### config.mk
export PLATFORM = sky130hd
export DESIGN_NAME = display_sched
export DESIGN_NICKNAME = d
export VERILOG_FILES = /design/src/rtl/display_sched.sv
export SDC_FILE = /design/constraint.sdc
export NUM_CORES = 1
export LEC_CHECK = 0
export CORE_UTILIZATION = 46
export CTS_BUF_LIST = sky130_fd_sc_hd__clkbuf_2 sky130_fd_sc_hd__clkbuf_4 sky130_fd_sc_hd__clkbuf_8
export DETAILED_ROUTE_END_ITERATION = 12
export PLACE_DENSITY = 0.89
export SYNTH_ARGS = -nofsm -noshare
export SYNTH_HDL_FRONTEND = slang
export SYNTH_SLANG_ARGS = --single-unit
### constraint.sdc
create_clock -name clk -period 3.3 [get_ports clk]
set_input_delay 0.33 -clock clk [delete_from_list [all_inputs] [get_ports clk]]
set_output_delay 0.33 -clock clk [all_outputs]
set_load 0.005 [all_outputs]
### src/rtl/display_sched.sv
// Chooses which of four requesters drives the seven-segment scanner (fixed, timed round-robin or priority)
// and lets a latched error code take over the display until it is acknowledged.
module display_sched #(
   parameter int HOLD_BITS = 20
) (
   input  logic        clk,
   input  logic        reset_n,
   input  logic [1:0]  mode,
   input  logic [1:0]  sel,
   input  logic [3:0]  req,
   input  logic [15:0] src_val0,
   input  logic [15:0] src_val1,
   input  logic [15:0] src_val2,
   input  logic [15:0] src_val3,
   input  logic        err_stb,
   input  logic [15:0] err_code,
   input  logic        err_ack,
   output logic [15:0] disp_val,
   output logic [3:0]  disp_dots,
   output logic [1:0]  cur_src,
   output logic        err_pending,
   output logic        err_overrun
);

   typedef enum logic [1:0] {IDLE = 2'd0, SHOW = 2'd1, ERR = 2'd2} state_t;

   localparam logic [HOLD_BITS-1:0] CNT_ONE = 1;

   state_t               r_state;
   state_t               w_stateNext;
   logic [1:0]           r_mode;
   logic [HOLD_BITS-1:0] r_cnt;
   logic [HOLD_BITS-1:0] w_cntNext;
   logic [1:0]           r_cur;
   logic [1:0]           w_curNext;
   logic [15:0]          r_val;
   logic [15:0]          w_valNext;
   logic [3:0]           r_dots;
   logic [3:0]           w_dotsNext;
   logic [15:0]          r_code;
   logic [15:0]          w_codeNext;
   logic                 r_pend;
   logic                 w_pendNext;
   logic                 r_ovr;
   logic                 w_ovrNext;
   logic [1:0]           w_mode;
   logic                 w_modeChg;
   logic                 w_tick;
   logic                 w_show;
   logic [1:0]           w_pick;
   logic [15:0]          w_srcVal [4];

   function automatic logic [1:0] lowestReq(input logic [3:0] r);
      logic [1:0] idx;
      idx = 2'd0;
      for (int i = 3; i >= 0; i--) begin
         if (r[i]) idx = 2'(i);
      end
      return idx;
   endfunction

   // First set request after cur in rotating order; falls back to cur itself.
   function automatic logic [1:0] rrNext(input logic [1:0] cur, input logic [3:0] r);
      logic [1:0] idx;
      logic [1:0] cand;
      idx = cur;
      for (int k = 3; k >= 1; k--) begin
         cand = cur + 2'(k);
         if (r[cand]) idx = cand;
      end
      return idx;
   endfunction

   assign w_mode      = (mode == 2'b11) ? 2'b00 : mode;
   assign w_modeChg   = (w_mode != r_mode);
   assign w_tick      = &r_cnt;
   assign w_srcVal[0] = src_val0;
   assign w_srcVal[1] = src_val1;
   assign w_srcVal[2] = src_val2;
   assign w_srcVal[3] = src_val3;

   always_comb begin
      w_stateNext = r_state;
      w_cntNext   = r_cnt;
      w_curNext   = r_cur;
      w_valNext   = r_val;
      w_dotsNext  = r_dots;
      w_codeNext  = r_code;
      w_pendNext  = r_pend;
      w_ovrNext   = r_ovr;
      w_show      = 1'b0;
      w_pick      = r_cur;

      case (r_state)
         ERR: begin
            if (err_ack) begin
               w_stateNext = IDLE;
               w_pendNext  = 1'b0;
               w_ovrNext   = 1'b0;
               w_cntNext   = '0;
               w_valNext   = '0;
               w_dotsNext  = '0;
            end else begin
               w_cntNext = r_cnt + CNT_ONE;
               if (w_tick) w_dotsNext = ~r_dots;
            end
         end
         default: begin
            // Dwell only advances in round-robin; a mode switch restarts it.
            w_cntNext = '0;
            case (w_mode)
               2'b00: begin
                  if (req[sel]) begin
                     w_show = 1'b1;
                     w_pick = sel;
                  end
               end
               2'b10: begin
                  if (|req) begin
                     w_show = 1'b1;
                     w_pick = lowestReq(req);
                  end
               end
               default: begin
                  if (|req) begin
                     w_show = 1'b1;
                     if (r_state == IDLE) begin
                        w_pick = lowestReq(req);
                     end else if (!req[r_cur]) begin
                        w_pick = rrNext(r_cur, req);
                     end else if (!w_modeChg) begin
                        w_cntNext = r_cnt + CNT_ONE;
                        if (w_tick) w_pick = rrNext(r_cur, req);
                     end
                  end
               end
            endcase
            if (w_show) begin
               w_stateNext = SHOW;
               w_curNext   = w_pick;
               w_valNext   = w_srcVal[w_pick];
               w_dotsNext  = 4'b0001 << w_pick;
            end else begin
               w_stateNext = IDLE;
               w_valNext   = '0;
               w_dotsNext  = '0;
            end
         end
      endcase

      // A strobe overrides everything, except that a pending error keeps its first code.
      if (err_stb) begin
         if ((r_state == ERR) && !err_ack) begin
            w_ovrNext = 1'b1;
         end else begin
            w_stateNext = ERR;
            w_codeNext  = err_code;
            w_valNext   = err_code;
            w_dotsNext  = 4'b1111;
            w_pendNext  = 1'b1;
            w_ovrNext   = 1'b0;
            w_cntNext   = '0;
            w_curNext   = r_cur;
         end
      end
   end

   always_ff @(posedge clk or negedge reset_n) begin
      if (!reset_n) begin
         r_state <= IDLE;
         r_mode  <= 2'b00;
         r_cnt   <= '0;
         r_cur   <= 2'd0;
         r_val   <= '0;
         r_dots  <= '0;
         r_code  <= '0;
         r_pend  <= 1'b0;
         r_ovr   <= 1'b0;
      end else begin
         r_state <= w_stateNext;
         r_mode  <= w_mode;
         r_cnt   <= w_cntNext;
         r_cur   <= w_curNext;
         r_val   <= w_valNext;
         r_dots  <= w_dotsNext;
         r_code  <= w_codeNext;
         r_pend  <= w_pendNext;
         r_ovr   <= w_ovrNext;
      end
   end

   assign disp_val    = r_val;
   assign disp_dots   = r_dots;
   assign cur_src     = r_cur;
   assign err_pending = r_pend;
   assign err_overrun = r_ovr;

endmodule

==> results.txt <==
Status -> finished clean
Setup Slack @ Placement -> 0.0778 ns
R2R depth -> 9
I/O pin total -> 116
Vias -> 2907
Clock power frac -> 25.7%
Vias in the first global route -> 2716
R2r startpoint -> r_cnt[0]
Core region area -> 6310 um2
Die area -> 6820 um2
Period utilization -> 87.5%
RSZ-0062 raised after global routing -> false
Post-CTS Hold Fix Bufs -> 0
Cts bufs inserted -> 5
CP Class -> in2reg
Max VDD drop -> 236 uV
Detailed placement HPWL -> 6.54 mm
Synthesis Warnings -> 0
Max Clock Skew -> 0.0118 ns
P per Cell Area -> 411 nW/um2
Min Tclk post-route -> 2.89 ns
CP max stage delay -> 0.49 ns
Switching share of power -> 30.1%
Share of cells above drive strength 1 -> 5.37%
Initial antenna violation count -> 0
1st-pass router iterations -> 4
GR Util All Layers -> 25.3%
Synth cell types -> 47
Final wirelength -> 8.78 mm
Post-CTS setup buffer count -> 0
Slew Limit Fails -> 0
Clock buffer depth -> 2
# rows -> 29
Iteration-0 DRC Markers -> 121
Reg-to-Reg End -> disp_val[11]
Final total power -> 0.00177 W
Fin area -> 4320 um2
Worst slew margin -> 28.9%
Multi-input logic area -> 1680 um2
Most used flip-flop cell after synthesis -> dfrtp_1
H-tree Lvls -> 2
Final std cells w/o fill -> 505
Pin count of the biggest net entering global routing -> 49
Seq/Total Area, Yosys -> 40.2%
Final worst slack -> 0.411 ns
CTS tree -> done
Area growth from synthesis to layout -> 44.4%
GP Congestion -> 0.900
CP Max Fanout -> 20
Critical Path RT -> 3.47 ns
Initial cell density of the core -> 47.3%
I/O Buffers -> 115
Reg2reg setup slack -> 0.65 ns
Via-per-instance ratio -> 5.76
Syn_area_per_cell -> 9.34 um2
Root Buffer -> clkbuf_8
Total negative slack -> 0 ns
Asr flop ratio synth -> 100%
Syn Inst Count -> 320
Seq. cell area -> 1200 um2
Worst path slowest cell -> clkdlybuf4s50_1
Die Y -> 82.6 um
Die width -> 82.6 um
Final-report setup violation count -> 0
Drt drc -> 0
#FFs+latches synth -> 48
Post-DR wirelength/cell -> 17.4 um
Number of clock sinks -> 48
Int Power -> 0.00124 W
First-pass GRT wire length -> 12.9 mm
Leak Pwr -> 1.94 nW
Filler Cell Count -> 493
Critical Path AT -> 3.06 ns
Cell Chain, Critical Path -> clkdlybuf4s50_1, inv_1, ha_1, xor2_1, nor2_1, nand4_1, a221o_2, a41oi_4, buf_4, mux2i_1, o221ai_1
Area of the mapped netlist -> 2990 um2
Mapped Nets -> 415
EDFF count, synth -> 0
Resized cells post-CTS -> 0
Placed Area -> 4200 um2
Max Clk Rate -> 346 MHz
Max Cap Viol -> 0
Worst setup EP type -> flip-flop
Hold Fails Final Rpt -> 0
HP Class -> in2async
Placed Instances -> 497
Worst skew pair latency -> 0.31 ns
Worst-Margin Slew -> 1.07 ns
Fin nets -> 522
Clock Pin Slew Worst Setup and Hold Paths -> 0.10 ns
Gr ovfl total -> 0
Reg power frac -> 40.0%
Switching power -> 0.000534 W
Startpoint types -> input pin
Diodes inserted -> 0
Detail Route Antenna Nets -> 0
Gate power share -> 34.4%
==> per-layer routing <==
layer  global-route usage (%)  wire, um  vias to the layer above
li1                         -         -                     1368
met1                     33.4      3700                     1438
met2                     42.2      4560                       85
met3                     4.29       362                       16
met4                     8.28       165                        0
met5                        0         0                        -
==> synthesized netlist by cell type, types with 4 or more instances <==
library cell	instances	area share (%)
a21oi_1	21	3.5
and3_1	18	3.8
clkbuf_1	15	1.9
dfrtp_1	48	40
inv_1	8	1.0
mux2i_1	36	12
nand2_1	19	2.4
nand2b_1	4	0.84
nand3_1	9	1.5
nand4_1	4	0.84
nor2_1	38	4.8
nor2b_1	4	0.84
o21ai_0	11	1.8
o221ai_1	15	4.4
xnor2_1	9	2.6
xor2_1	15	4.4
==> cells by family after synthesis <==
family | Yosys count | synth area share, %
adders and majority gates | 3 | 1.26
DFF | 48 | 40.2
xor gates and xnor gates | 24 | 7.03
and+or+nand+nor | 112 | 19.0
muxes | 37 | 12.8
AOI/OAI and AO/OA | 67 | 15.3
buffers and inverters | 29 | 4.35
==> worst max-delay path: cells and delay by family <==
kind / cells / cell delay, ns
and+or+nand+nor: 2 / 0.34
xor gates and xnor gates: 1 / 0.19
buffers and inverters: 3 / 0.88
AOI/OAI and AO/OA: 3 / 0.80
adders and majority gates: 1 / 0.26
muxes: 1 / 0.25
==> registers in the layout, summed over array words and instances (netlist names) <==
| register | flops |
|---|---|
| r_cnt | 20 |
| disp_val | 16 |
| disp_dots | 4 |
| cur_src | 2 |
| r_mode | 2 |
| r_state | 2 |
| err_overrun | 1 |
| err_pending | 1 |
==> layout by cell type (no fill, tap or decap), types with 3 or more instances in the layout <==
cell type	synthesis	routed
mux2i_1	36	36
nand3_1	9	9
inv_1	8	8
o221ai_1	15	15
nand4_1	4	4
and3_1	18	18
xnor2_1	9	9
o22ai_1	3	3
buf_4	3	6
nand2b_1	4	4
nor2_1	38	38
dfrtp_1	48	48
nor2b_1	4	4
nand2_1	19	19
xor2_1	15	15
a21oi_1	21	21
ha_1	3	3
clkbuf_8	0	6
o21ai_0	11	11
clkdlybuf4s50_1	0	114
==> per-stage QoR <==
stage          util [%]  hold slack, ns
2_1_floorplan         -          0.0344
3_3_place_gp       66.4           0.451
3_5_place_dp       66.4           0.456
4_1_cts            68.4           0.248
5_1_grt            68.4           0.288
6_report           68.4           0.207
==> area by class of cell <==
class                      count  share of cell area (%)
multi-input combinational    243                    38.8
sequential                    48                    27.8
timing repair buffer         121                    27.6
tap                           77                    2.23
clock buffer                   6                    1.91
clock inverter                 2                   0.899
inverter                       8                   0.696
==> power groups by stage <==
stage | registers, W | clock network, W | logic [W]
after floorplan | 0.000695 | 0 | 0.000323
after global placement | 0.000716 | 0 | 0.000587
after detailed placement | 0.000718 | 0 | 0.000606
after CTS | 0.000708 | 0.000464 | 0.000608
after global routing | 0.000717 | 0.000492 | 0.000657
final | 0.000709 | 0.000455 | 0.000609
==> worst max path at each step <==
stage / startpoint / endpoint / cells past startpoint
2_1_floorplan: mode[1] / disp_val[14] / 10
3_3_place_gp: mode[1] / disp_val[11] / 11
3_5_place_dp: mode[1] / disp_val[11] / 11
4_1_cts: mode[1] / disp_val[11] / 11
5_1_grt: mode[1] / disp_val[11] / 11
6_report: mode[1] / disp_val[11] / 11
Note: power is estimated with default switching activity, not from simulation.
